===== config.mk =====
export PLATFORM = sky130hd
export DESIGN_NAME = audio_level_meter
export DESIGN_NICKNAME = d
export VERILOG_FILES = /design/src/rtl/audio_meter_pkg.sv /design/src/rtl/level_to_bar.sv /design/src/rtl/audio_level_meter.sv
export SDC_FILE = /design/constraint.sdc
export NUM_CORES = 1
export LEC_CHECK = 0
export CORE_ASPECT_RATIO = 2
export CORE_MARGIN = 4
export CORE_UTILIZATION = 45
export DETAILED_ROUTE_END_ITERATION = 8
export PLACE_DENSITY_LB_ADDON = 0.08
export SYNTH_ARGS = -nofsm -noshare
export SYNTH_HDL_FRONTEND = slang
export SYNTH_SLANG_ARGS = --single-unit

===== constraint.sdc =====
create_clock -name clk -period 6.1 [get_ports clk]
set_input_delay 1.22 -clock clk [delete_from_list [all_inputs] [get_ports clk]]
set_output_delay 1.22 -clock clk [all_outputs]
set_load 0.1 [all_outputs]

===== src/rtl/audio_meter_pkg.sv =====
// Shared constants and the peak-to-level quantiser for the audio level meter.
package audio_meter_pkg;
  localparam int MIC_MIDPOINT = 2048;
  localparam int AMP_W        = 11;
  localparam int NUM_LEDS     = 9;
  localparam int LEVEL_W      = 4;
  localparam logic [AMP_W-1:0] AMP_MAX = '1;

  // Number of thresholds k*step (k = 1..NUM_LEDS) that the peak reaches.
  function automatic logic [LEVEL_W-1:0] peak_to_level(input logic [AMP_W-1:0] peak,
                                                       input int step);
    logic [LEVEL_W-1:0] lvl;
    lvl = '0;
    for (int k = 1; k <= NUM_LEDS; k++)
      if (int'(peak) >= k * step) lvl = LEVEL_W'(k);
    return lvl;
  endfunction
endpackage


===== src/rtl/level_to_bar.sv =====
// Combinational level (0..9) to thermometer bar: bits [level-1:0] set.
module level_to_bar
  import audio_meter_pkg::*;
(
  input  logic [LEVEL_W-1:0]  level,
  output logic [NUM_LEDS-1:0] bar
);
  for (genvar gi = 0; gi < NUM_LEDS; gi++) begin : g_bit
    assign bar[gi] = (level > LEVEL_W'(gi));
  end
endmodule


===== src/rtl/audio_level_meter.sv =====
// Windowed peak meter: mic samples -> 0..9 level and 9-LED bar, updated once per window.
// Define AUDIO_METER_PEAK_HOLD_EN to add a decaying peak-hold dot on the bar.
module audio_level_meter
  import audio_meter_pkg::*;
#(
  parameter int SAMPLE_W       = 12,
  parameter int WINDOW_SAMPLES = 4000,
  parameter int STEP           = 200
`ifdef AUDIO_METER_PEAK_HOLD_EN
  , parameter int HOLD_WINDOWS = 3
`endif
) (
  input  logic                clk,
  input  logic                rst,
  input  logic                sample_valid,
  input  logic [SAMPLE_W-1:0] mic_in,
  output logic [NUM_LEDS-1:0] led_bar,
  output logic [LEVEL_W-1:0]  level,
  output logic                window_done
);
  localparam int CNT_W = $clog2(WINDOW_SAMPLES);
  localparam logic [SAMPLE_W-1:0] MID = SAMPLE_W'(MIC_MIDPOINT);

  logic [AMP_W-1:0]    amp, peak_max, peak_reg, peak_latched_reg;
  logic [CNT_W-1:0]    count_reg;
  logic                latch_valid_reg, window_done_reg;
  logic [LEVEL_W-1:0]  level_next, level_reg;
  logic [NUM_LEDS-1:0] level_bar, bar_next, led_bar_reg;

  // Full negative swing (mic_in = 0) would be 2048; clamp to the 11-bit range.
  always_comb begin
    if (mic_in >= MID)
      amp = AMP_W'(mic_in - MID);
    else if ((MID - mic_in) > SAMPLE_W'(AMP_MAX))
      amp = AMP_MAX;
    else
      amp = AMP_W'(MID - mic_in);
  end

  assign peak_max   = (amp > peak_reg) ? amp : peak_reg;
  assign level_next = peak_to_level(peak_latched_reg, STEP);

  level_to_bar u_level_bar (.level(level_next), .bar(level_bar));

`ifdef AUDIO_METER_PEAK_HOLD_EN
  localparam int HOLD_CNT_W = $clog2(HOLD_WINDOWS + 1);

  logic [LEVEL_W-1:0]    hold_level_reg, hold_level_next;
  logic [HOLD_CNT_W-1:0] hold_cnt_reg, hold_cnt_next;
  logic [NUM_LEDS-1:0]   hold_therm;

  always_comb begin
    hold_level_next = hold_level_reg;
    hold_cnt_next   = hold_cnt_reg;
    if (level_next >= hold_level_reg) begin
      hold_level_next = level_next;
      hold_cnt_next   = HOLD_CNT_W'(HOLD_WINDOWS);
    end else if (hold_cnt_reg != '0) begin
      hold_cnt_next = hold_cnt_reg - HOLD_CNT_W'(1);
    end else if (hold_level_reg != '0) begin
      hold_level_next = hold_level_reg - LEVEL_W'(1);
    end
  end

  // The top bit of the hold thermometer is the single peak dot.
  level_to_bar u_hold_bar (.level(hold_level_next), .bar(hold_therm));
  assign bar_next = level_bar | (hold_therm ^ (hold_therm >> 1));

  always_ff @(posedge clk) begin
    if (rst) begin
      hold_level_reg <= '0;
      hold_cnt_reg   <= '0;
    end else if (latch_valid_reg) begin
      hold_level_reg <= hold_level_next;
      hold_cnt_reg   <= hold_cnt_next;
    end
  end
`else
  assign bar_next = level_bar;
`endif

  always_ff @(posedge clk) begin
    if (rst) begin
      count_reg        <= '0;
      peak_reg         <= '0;
      peak_latched_reg <= '0;
      latch_valid_reg  <= 1'b0;
      window_done_reg  <= 1'b0;
      level_reg        <= '0;
      led_bar_reg      <= '0;
    end else begin
      latch_valid_reg <= 1'b0;
      window_done_reg <= latch_valid_reg;
      if (sample_valid) begin
        if (count_reg == CNT_W'(WINDOW_SAMPLES - 1)) begin
          // Closing sample belongs to the window being latched.
          peak_latched_reg <= peak_max;
          peak_reg         <= '0;
          count_reg        <= '0;
          latch_valid_reg  <= 1'b1;
        end else begin
          peak_reg  <= peak_max;
          count_reg <= count_reg + CNT_W'(1);
        end
      end
      if (latch_valid_reg) begin
        level_reg   <= level_next;
        led_bar_reg <= bar_next;
      end
    end
  end

  assign led_bar     = led_bar_reg;
  assign level       = level_reg;
  assign window_done = window_done_reg;
endmodule


---- Yosys cells after proc, flatten, opt, wreduce, memory -nomap -nowiden ----
Index checks and enable logic that the tools add are counted.
storage, ports and cells
  register bits after elaboration ......... 49
  input bits .............................. 15
  logic and storage cells ................. 50
operators by class
  multiplexer cells ....................... 15
  reduce and logical (&&, ||, !) cells .... 2
  equality and inequality tests ........... 1
  $lt $le $gt $ge ......................... 21
  $add $sub $neg .......................... 3
  bitwise gates (word level) .............. 1
operator list
  operator                                                          number
  >= comparator 11 bit (second input constant)                      4
  two-way mux 11 bit                                                4
  >= comparator 11 x 10 -> 1 bit (second input constant)            3
  two-way mux 4 bit                                                 8
  greater-than comparator 4 x 3 -> 1 bit (second input constant)    4
  adder 12 x 1 -> 12 bit (second input constant)                    1
  equality test 12 bit (second input constant)                      1
  >= comparator 12 bit (second input constant)                      1
  greater-than comparator 12 x 11 -> 1 bit (second input constant)  1
  two-way mux 12 bit                                                1
  subtractor 12 bit (first input constant)                          1
  >= comparator 11 x 8 -> 1 bit (second input constant)             1
  >= comparator 11 x 9 -> 1 bit (second input constant)             1
  greater-than comparator 11 bit                                    1
  subtractor 11 x 1 -> 11 bit (second input constant)               1
  greater-than comparator 4 x 1 -> 1 bit (second input constant)    2
  greater-than comparator 4 x 2 -> 1 bit (second input constant)    2
  greater-than comparator 4 bit (second input constant)             1
  two-way mux 1 bit                                                 2
  AND reduction 2 bit                                               1
  OR reduction 2 bit                                                1
  inverter 1 bit                                                    1

---- Logic depth before layout (Yosys ltp) ----
Gate-level depths: netlist of the first run.
  depth after elaboration ................. 11
  mapped depth ............................ 13
  mapped depth without buffers ............ 12

---- By module ----
From an unflattened synthesis of the first run, not the netlist that was laid out.
second synthesis, totals
  cell total of the unflattened synthesis .. 321
  area total of the unflattened synthesis .. 2737.6 µm²
by module, submodules not included
  module             area each (µm²)  seq. area each (µm²)  instances  cells an instance
  audio_level_meter  2663.8           920.9                 1          311
  level_to_bar       73.8             0.0                   1          10

---- Worst setup path after synthesis of the first run ----
Ideal clock, no wire load.
  kind .................................... input to register
  from .................................... in mic_in[5]
  to ...................................... reg peak_reg[0]
  arrival ................................. 3.647 ns
  cell stages on the path ................. 12
  path buffers ............................ 1
  path slack .............................. 2.316 ns
  setup time .............................. 0.137 ns
  cells stage by stage .................... nor4_4 > nand2_2 > or3_1 > and2_1 > inv_1 > ha_1 > nand4_1 > or3_1 > and2_0 > clkbuf_1 > o21ai_2 > o32ai_1
on the way
  cells in the longest elaborated chain, start to end .. 7
  elaborated cells between the ends (all ways) .. 9
  those cells by class .................... 2 x add/sub; 3 x order compare; 4 x mux
RTL lines
  element                                   RTL line                  RTL
  from (decl)                               audio_level_meter.sv:16   input logic [SAMPLE_W-1:0] mic_in,
  subtractor 12 bit                         audio_level_meter.sv:37   amp = AMP_W'(MID - mic_in);
  greater-than comparator 12 x 11 -> 1 bit  audio_level_meter.sv:34   else if ((MID - mic_in) > SAMPLE_W'(AMP_MAX))
  two-way mux 11 bit                        audio_level_meter.sv:34
  two-way mux 11 bit (*)                    audio_level_meter.sv:32   if (mic_in >= MID)
  greater-than comparator 11 bit            audio_level_meter.sv:40   assign peak_max = (amp > peak_reg) ? amp : peak_reg;
  two-way mux 11 bit (*)                    audio_level_meter.sv:40
  two-way mux 11 bit (*)                    audio_level_meter.sv:95   if (count_reg == CNT_W'(WINDOW_SAMPLES - 1)) begin
  to (signal assigned)                      audio_level_meter.sv:102  peak_reg <= peak_max;
  to (decl)                                 audio_level_meter.sv:24   logic [AMP_W-1:0] amp, peak_max, peak_reg, peak_latched_reg;
Every way passes the cells marked *; elsewhere a longest branch is shown, timed or not.
A chain may end at the register's enable or synchronous reset.

---- Worst setup path after layout of the first run ----
  from .................................... in mic_in[3]
  to ...................................... reg peak_reg[9]
Same word-level chain as after synthesis.

==> impl_metrics.ini, run 1 <==
[clock_network]
postCtsResizedCells = 0
clk_pin_slew_ns = 0.06
cts_root_buffer = clkbuf_16
postCtsHoldBufs = 0
clock_latency_ns = 0.29
postCtsSetupBuffers = 0
clock_sinks = 45
cts_tree = yes
cts.htree.levels = 2
clk_path_buf_depth = 2
numCtsBuffers = 5

[grt]
grt_usage_pct = 19.82
gr-total-overflow = 0
grt_pass1_vias = 2534
antenna_found_initial = 0
grt_pass1_wl_um = 11460
grt_max_degree = 32

[floorplanning]
die_h_um = 116.4
die-area_um2 = 7240
core_region_area_um2 = 5709
die_w_um = 62.20
ios = 29
num_rows = 39
start_util_pct = 46.31

[synth]
yosysSeqAreaShare_pct = 34.07
ys_types = 54
synth_top_family_by_area = compound AO/OA/AOI/OAI gates
async_flop_share_pct = 0
syn_inst = 334
ys_ff_latch = 45
synth-compound-area-share_pct = 24.09
syn_area_um2 = 2644
yosys_most_used_dff = dfxtp_1
synth_area_per_cell_um2 = 7.916
synthXorXnorAreaFrac_pct = 4.969
synth-adder-area-share_pct = 6.152
synth_edf_count = 0
synthMuxAreaShare_pct = 1.136
yosys.area_share.simple_pct = 22.57
syn_nets = 362
ys.warnings.count = 0

[sta]
max_slew_margin_pct = 35.43
tightestPinTransition_ns = 0.9656
post-route-period-util_pct = 80.19
setup_tns_ns = 0
finalCriticalPeriod_ns = 4.892
layout_setup_ws_ns = 1.208
final_hold_viol_count = 0
setup_viol = 0
max_freq_mhz = 204.4
slew_violations = 0
skew_ns = 0.005788
rsz0062_at_grt = false

[job]
drv_cap = 0

[placed_design]
preCtsSetupSlack_ns = 0.9640
dp_hpwl_um = 5483
place.gp.congestion = 0.8919
io_buffers = 28
dp_cells = 405

[critical_path]
cp.required_ns = 6.29
path_cells = clkdlybuf4s50_1 > nor4_4 > nand2_2 > nor3_2 > nor2_1 > inv_1 > ha_1 > a211oi_1 > o211ai_1 > o211ai_1 > a31oi_2 > o32ai_1
cpMostUsedCell = o211ai_1
crit-reg2reg-launch = peak_reg[6]
path_delay_family = compound AO/OA/AOI/OAI gates
critPathMaxFanout = 10
crit_slowest_cell = nor4_4
cp.arrival_ns = 5.08
path_buf_inv = 2
startpoint = mic_in[3]
cp_slowest_stage_delay_ns = 0.56
worst_setup_path_start_kind = input port
crit_type = in2reg
end_kind = flip-flop

[final_layout]
drive_gt1_share_pct = 5.398
syn_to_final_growth_pct = 16.33
fin_cells = 413
n_antenna_cell = 0
nNetsFinal = 379
largest_reg_flops = 12
final_core_util_pct = 53.87

[power_and_ir_drop]
vdd_drop_max_mv = 0.2257
p_leak_nw = 1.101
powerDensity_nw_per_um2 = 224.3
finalPower_uw = 689.8

[routing]
finalWirelength_um = 6757
drt-initial-drc-count = 78
antenna_left = 0
firstDrtPassIters = 4
vias_per_cell = 5.961
drc_errors = 0
vias = 2462
wire_per_inst_um = 16.36

[outcome]
outcome = finished, final reports clean

[min_path]
holdCritPathClass = reg2reg
min_from = led_bar[3]
metrics by stage:
stage                     hold WS (ns)  instance area [um^2]
after floorplan                 0.4530                  2644
after global placement          0.4367                  2928
after detailed placement        0.4500                  2928
after CTS                       0.4653                  3075
after global routing            0.4907                  3075
final                           0.4580                  3075
final cells by class:
class | instances | area, um^2
Multi-Input combinational cell | 242 | 1558
Clock inverter | 3 | 22.52
Fill cell | 586 | 2634
Inverter | 28 | 105.1
Tap cell | 61 | 76.32
Sequential cell | 45 | 900.9
Clock buffer | 5 | 125.1
Timing Repair Buffer | 29 | 287.8
worst reg2reg max path: stages, from the launching register on:
cell and delay, ns:
dfxtp_1 0.33, inv_1 0.06, ha_1 0.32, a211oi_1 0.27, o211ai_1 0.17, o211ai_1 0.56, a31oi_2 0.40, o32ai_1 0.34
placed cells by master (no fill, tap or decap), drive strengths merged, types with 2 or more instances in the layout:
master and n:
mux2i 3, inv 28, nor4 3, clkdlybuf4s50 28
nor2 44, xnor2 8, a21oi 20, o211ai 7
a21o 2, a31oi 6, nand2 28, o31ai 4
and2 3, or2 3, clkbuf 5, o32ai 9
o21a 2, o22ai 3, nand2b 2, nor3 8
nand4 11, nand3 8, a211oi 5, a41o 3
a211o 2, clkinvlp 3, o21ai 11, a311oi 2
ha 13, or3 7, xor2 7, o311ai 5
dfxtp 45
layer usage:
metal  vias to the layer above  part of all wire [%]  wire, um  GRT usage [%]
li1                       1242                     -         -              -
met1                      1134                    33      2213          16.23
met2                        62                    59      3982          41.34
met3                        24                   3.4       232          3.465
met4                         0                   4.9       329          12.30
met5                         -                     0         0              0
worst paths after layout:
kind,to,slack (ns),cells past startpoint
worst max register to register,peak_reg[9],3.56,7
worst min-delay path,led_bar[3],0.46,1
worst max-delay path,peak_reg[9],1.21,12
worst min register to register,led_bar[3],0.46,1
where the power goes:
| part | switching (mW) | leakage (nW) | total [mW] | internal (mW) |
|---|---|---|---|---|
| logic | 0.0713 | 0.674 | 0.115 | 0.0436 |
| registers | 0.00544 | 0.364 | 0.308 | 0.303 |
| clock network | 0.115 | 0.0621 | 0.267 | 0.152 |
| total | 0.192 | 1.10 | 0.690 | 0.498 |
synthesized netlist by cell type, types with 6 or more instances:
master    instances  area share (%)
inv_1            28             4.0
clkbuf_1         16             2.3
xnor2_1           8             2.7
nor2_1           43             6.1
nand4_1          11             2.6
o21ai_0          10             1.9
nor3_1            7             1.3
dfxtp_1          45              34
xor2_1            7             2.3
ha_1             13             6.2
nand3_1           8             1.5
o32ai_1           9             3.0
or3_1             7             1.7
nand2_1          27             3.8
a21oi_1          20             3.8
o211ai_1          6             1.7
logic make-up after synthesis:
| logic type | after synthesis |
|---|---|
| adders and majority gates | 13 |
| muxes | 3 |
| and+or+nand+nor | 122 |
| DFF | 45 |
| xor gates and xnor gates | 15 |
| AOI/OAI and AO/OA | 89 |
| buffers and inverters | 47 |
Note: power is estimated with default switching activity, not from simulation.
==> run 2, diff against run 1 <==
- clock period: 6.1 -> 4.56 ns (I/O delays scaled with it)
==> impl_metrics.ini, run 2 (synthesized netlist as in run 1, its figures left out) <==
[critical_path]
cp.required_ns = 4.74
cp_slowest_stage_delay_ns = 0.56
end_kind = flip-flop
worst_setup_path_start_kind = input port
path_delay_family = simple AND/OR/NAND/NOR gates
reg2reg_slack_ns = 2.41
cp.arrival_ns = 4.17
crit_type = in2reg
crit-reg2reg-launch = peak_reg[4]
path_cells = clkdlybuf4s50_1 > nor3_1 > a31oi_1 > o21ai_0 > inv_1 > ha_1 > nand4_1 > or3_1 > o211ai_1 > a31oi_2 > buf_4 > o32ai_1
critPathMaxFanout = 5
path_buf_inv = 3
startpoint = mic_in[6]
crit_slowest_cell = nor3_1

[sta]
tightestPinTransition_ns = 0.9655
final_hold_viol_count = 0
hold-worst-slack_ns = 0.4546
slew_violations = 0
post-route-period-util_pct = 87.49
rsz0062_at_grt = false
max_slew_margin_pct = 35.43
finalCriticalPeriod_ns = 3.989
skew_ns = 0.005419
max_freq_mhz = 250.7
setup_tns_ns = 0
setup_viol = 0
layout_setup_ws_ns = 0.5706

[floorplanning]
ios = 29
die_h_um = 116.4
core_region_area_um2 = 5709
die_w_um = 62.20
start_util_pct = 46.31
num_rows = 39
die-area_um2 = 7240

[final_layout]
n_antenna_cell = 0
syn_to_final_growth_pct = 20.54
final_core_util_pct = 55.82
drive_gt1_share_pct = 9.239
nNetsFinal = 395
layout_commonest_cell = dfxtp_1
largest_reg_flops = 12
final_cell_mix = dfxtp_1, nor2_1, inv_1, clkdlybuf4s50_1, nand2_1

[grt]
grt_usage_pct = 19.67
grt_max_degree = 19
grt_pass1_vias = 2526
grt_pass1_wl_um = 11310
gr-total-overflow = 0
antenna_found_initial = 0

[routing]
vias = 2502
wl_met2_um = 3967
firstDrtPassIters = 4
highest_layer = met4
wl_met3_um = 205
finalWirelength_um = 6895
wl_met1_um = 2313
wire_per_inst_um = 16.07
antenna_left = 0
drc_errors = 0
vias_per_cell = 5.832
drt-initial-drc-count = 95

[power_and_ir_drop]
p_leak_nw = 1.189
vdd_drop_max_mv = 0.3671
powerDensity_nw_per_um2 = 291.0

[min_path]
holdCritPathClass = reg2reg
min_from = led_bar[3]

[clock_network]
postCtsSetupBuffers = 0
postCtsResizedCells = 0
clock_latency_ns = 0.29
numCtsBuffers = 5
clk_pin_slew_ns = 0.06
clock_sinks = 45
cts_root_buffer = clkbuf_16
postCtsHoldBufs = 0
cts.htree.levels = 2
clk_path_buf_depth = 2
cts_tree = yes

[placed_design]
dp_hpwl_um = 5594
io_buffers = 28
place.gp.congestion = 0.8760
preCtsSetupSlack_ns = 0.2957

[outcome]
outcome = finished, final reports clean

[job]
drv_cap = 0
-- run 2: cell types whose count changed in the layout (fill, tap and decap cells not counted), sizes merged --
cell / change
clkbuf: +1
buf: +16
clkinv: +2
clkinvlp: -3
-- run 2: through the flow --
stage | instance area (um^2) | total power [mW] | cells
2_1_floorplan | 2644 | 0.5227 | 334
3_3_place_gp | 3048 | 0.5889 | 421
3_5_place_dp | 3048 | 0.5898 | 421
4_1_cts | 3187 | 0.9353 | 429
5_1_grt | 3187 | 0.9715 | 429
6_report | 3187 | 0.9273 | 429
-- run 2: where the power goes --
part	switching (mW)	total [mW]	internal (mW)
Clock	0.145	0.346	0.201
Sequential	0.00625	0.411	0.405
Combinational	0.0992	0.170	0.0709
Total	0.250	0.927	0.677
-- run 2: cell type report --
type                       count  area, um^2
fill                         568        2522
sequential                    45       900.9
clock inverter                 2       10.01
tap                           61       76.32
clock buffer                   6       128.9
inverter                      28       105.1
timing repair buffer          45       407.9
multi-input combinational    242        1558
-- run 2: final timing paths --
path	endpoint	cells after the start
max	peak_reg[9]	12
min	led_bar[3]	1
max reg2reg	peak_reg[9]	8
min reg2reg	led_bar[3]	1
-- run 2: routing by layer --
layer / GRT usage (%) / up-vias
li1: - / 1268
met1: 16.38 / 1154
met2: 40.24 / 55
met3: 2.887 / 25
met4: 14.04 / 0
met5: 0 / -
==> run 3, diff against run 2 <==
- HOLD_SLACK_MARGIN: not set -> 0.08
==> results of run 3 <==
The final DEF is identical to that of run 2; final timing and power are the same.
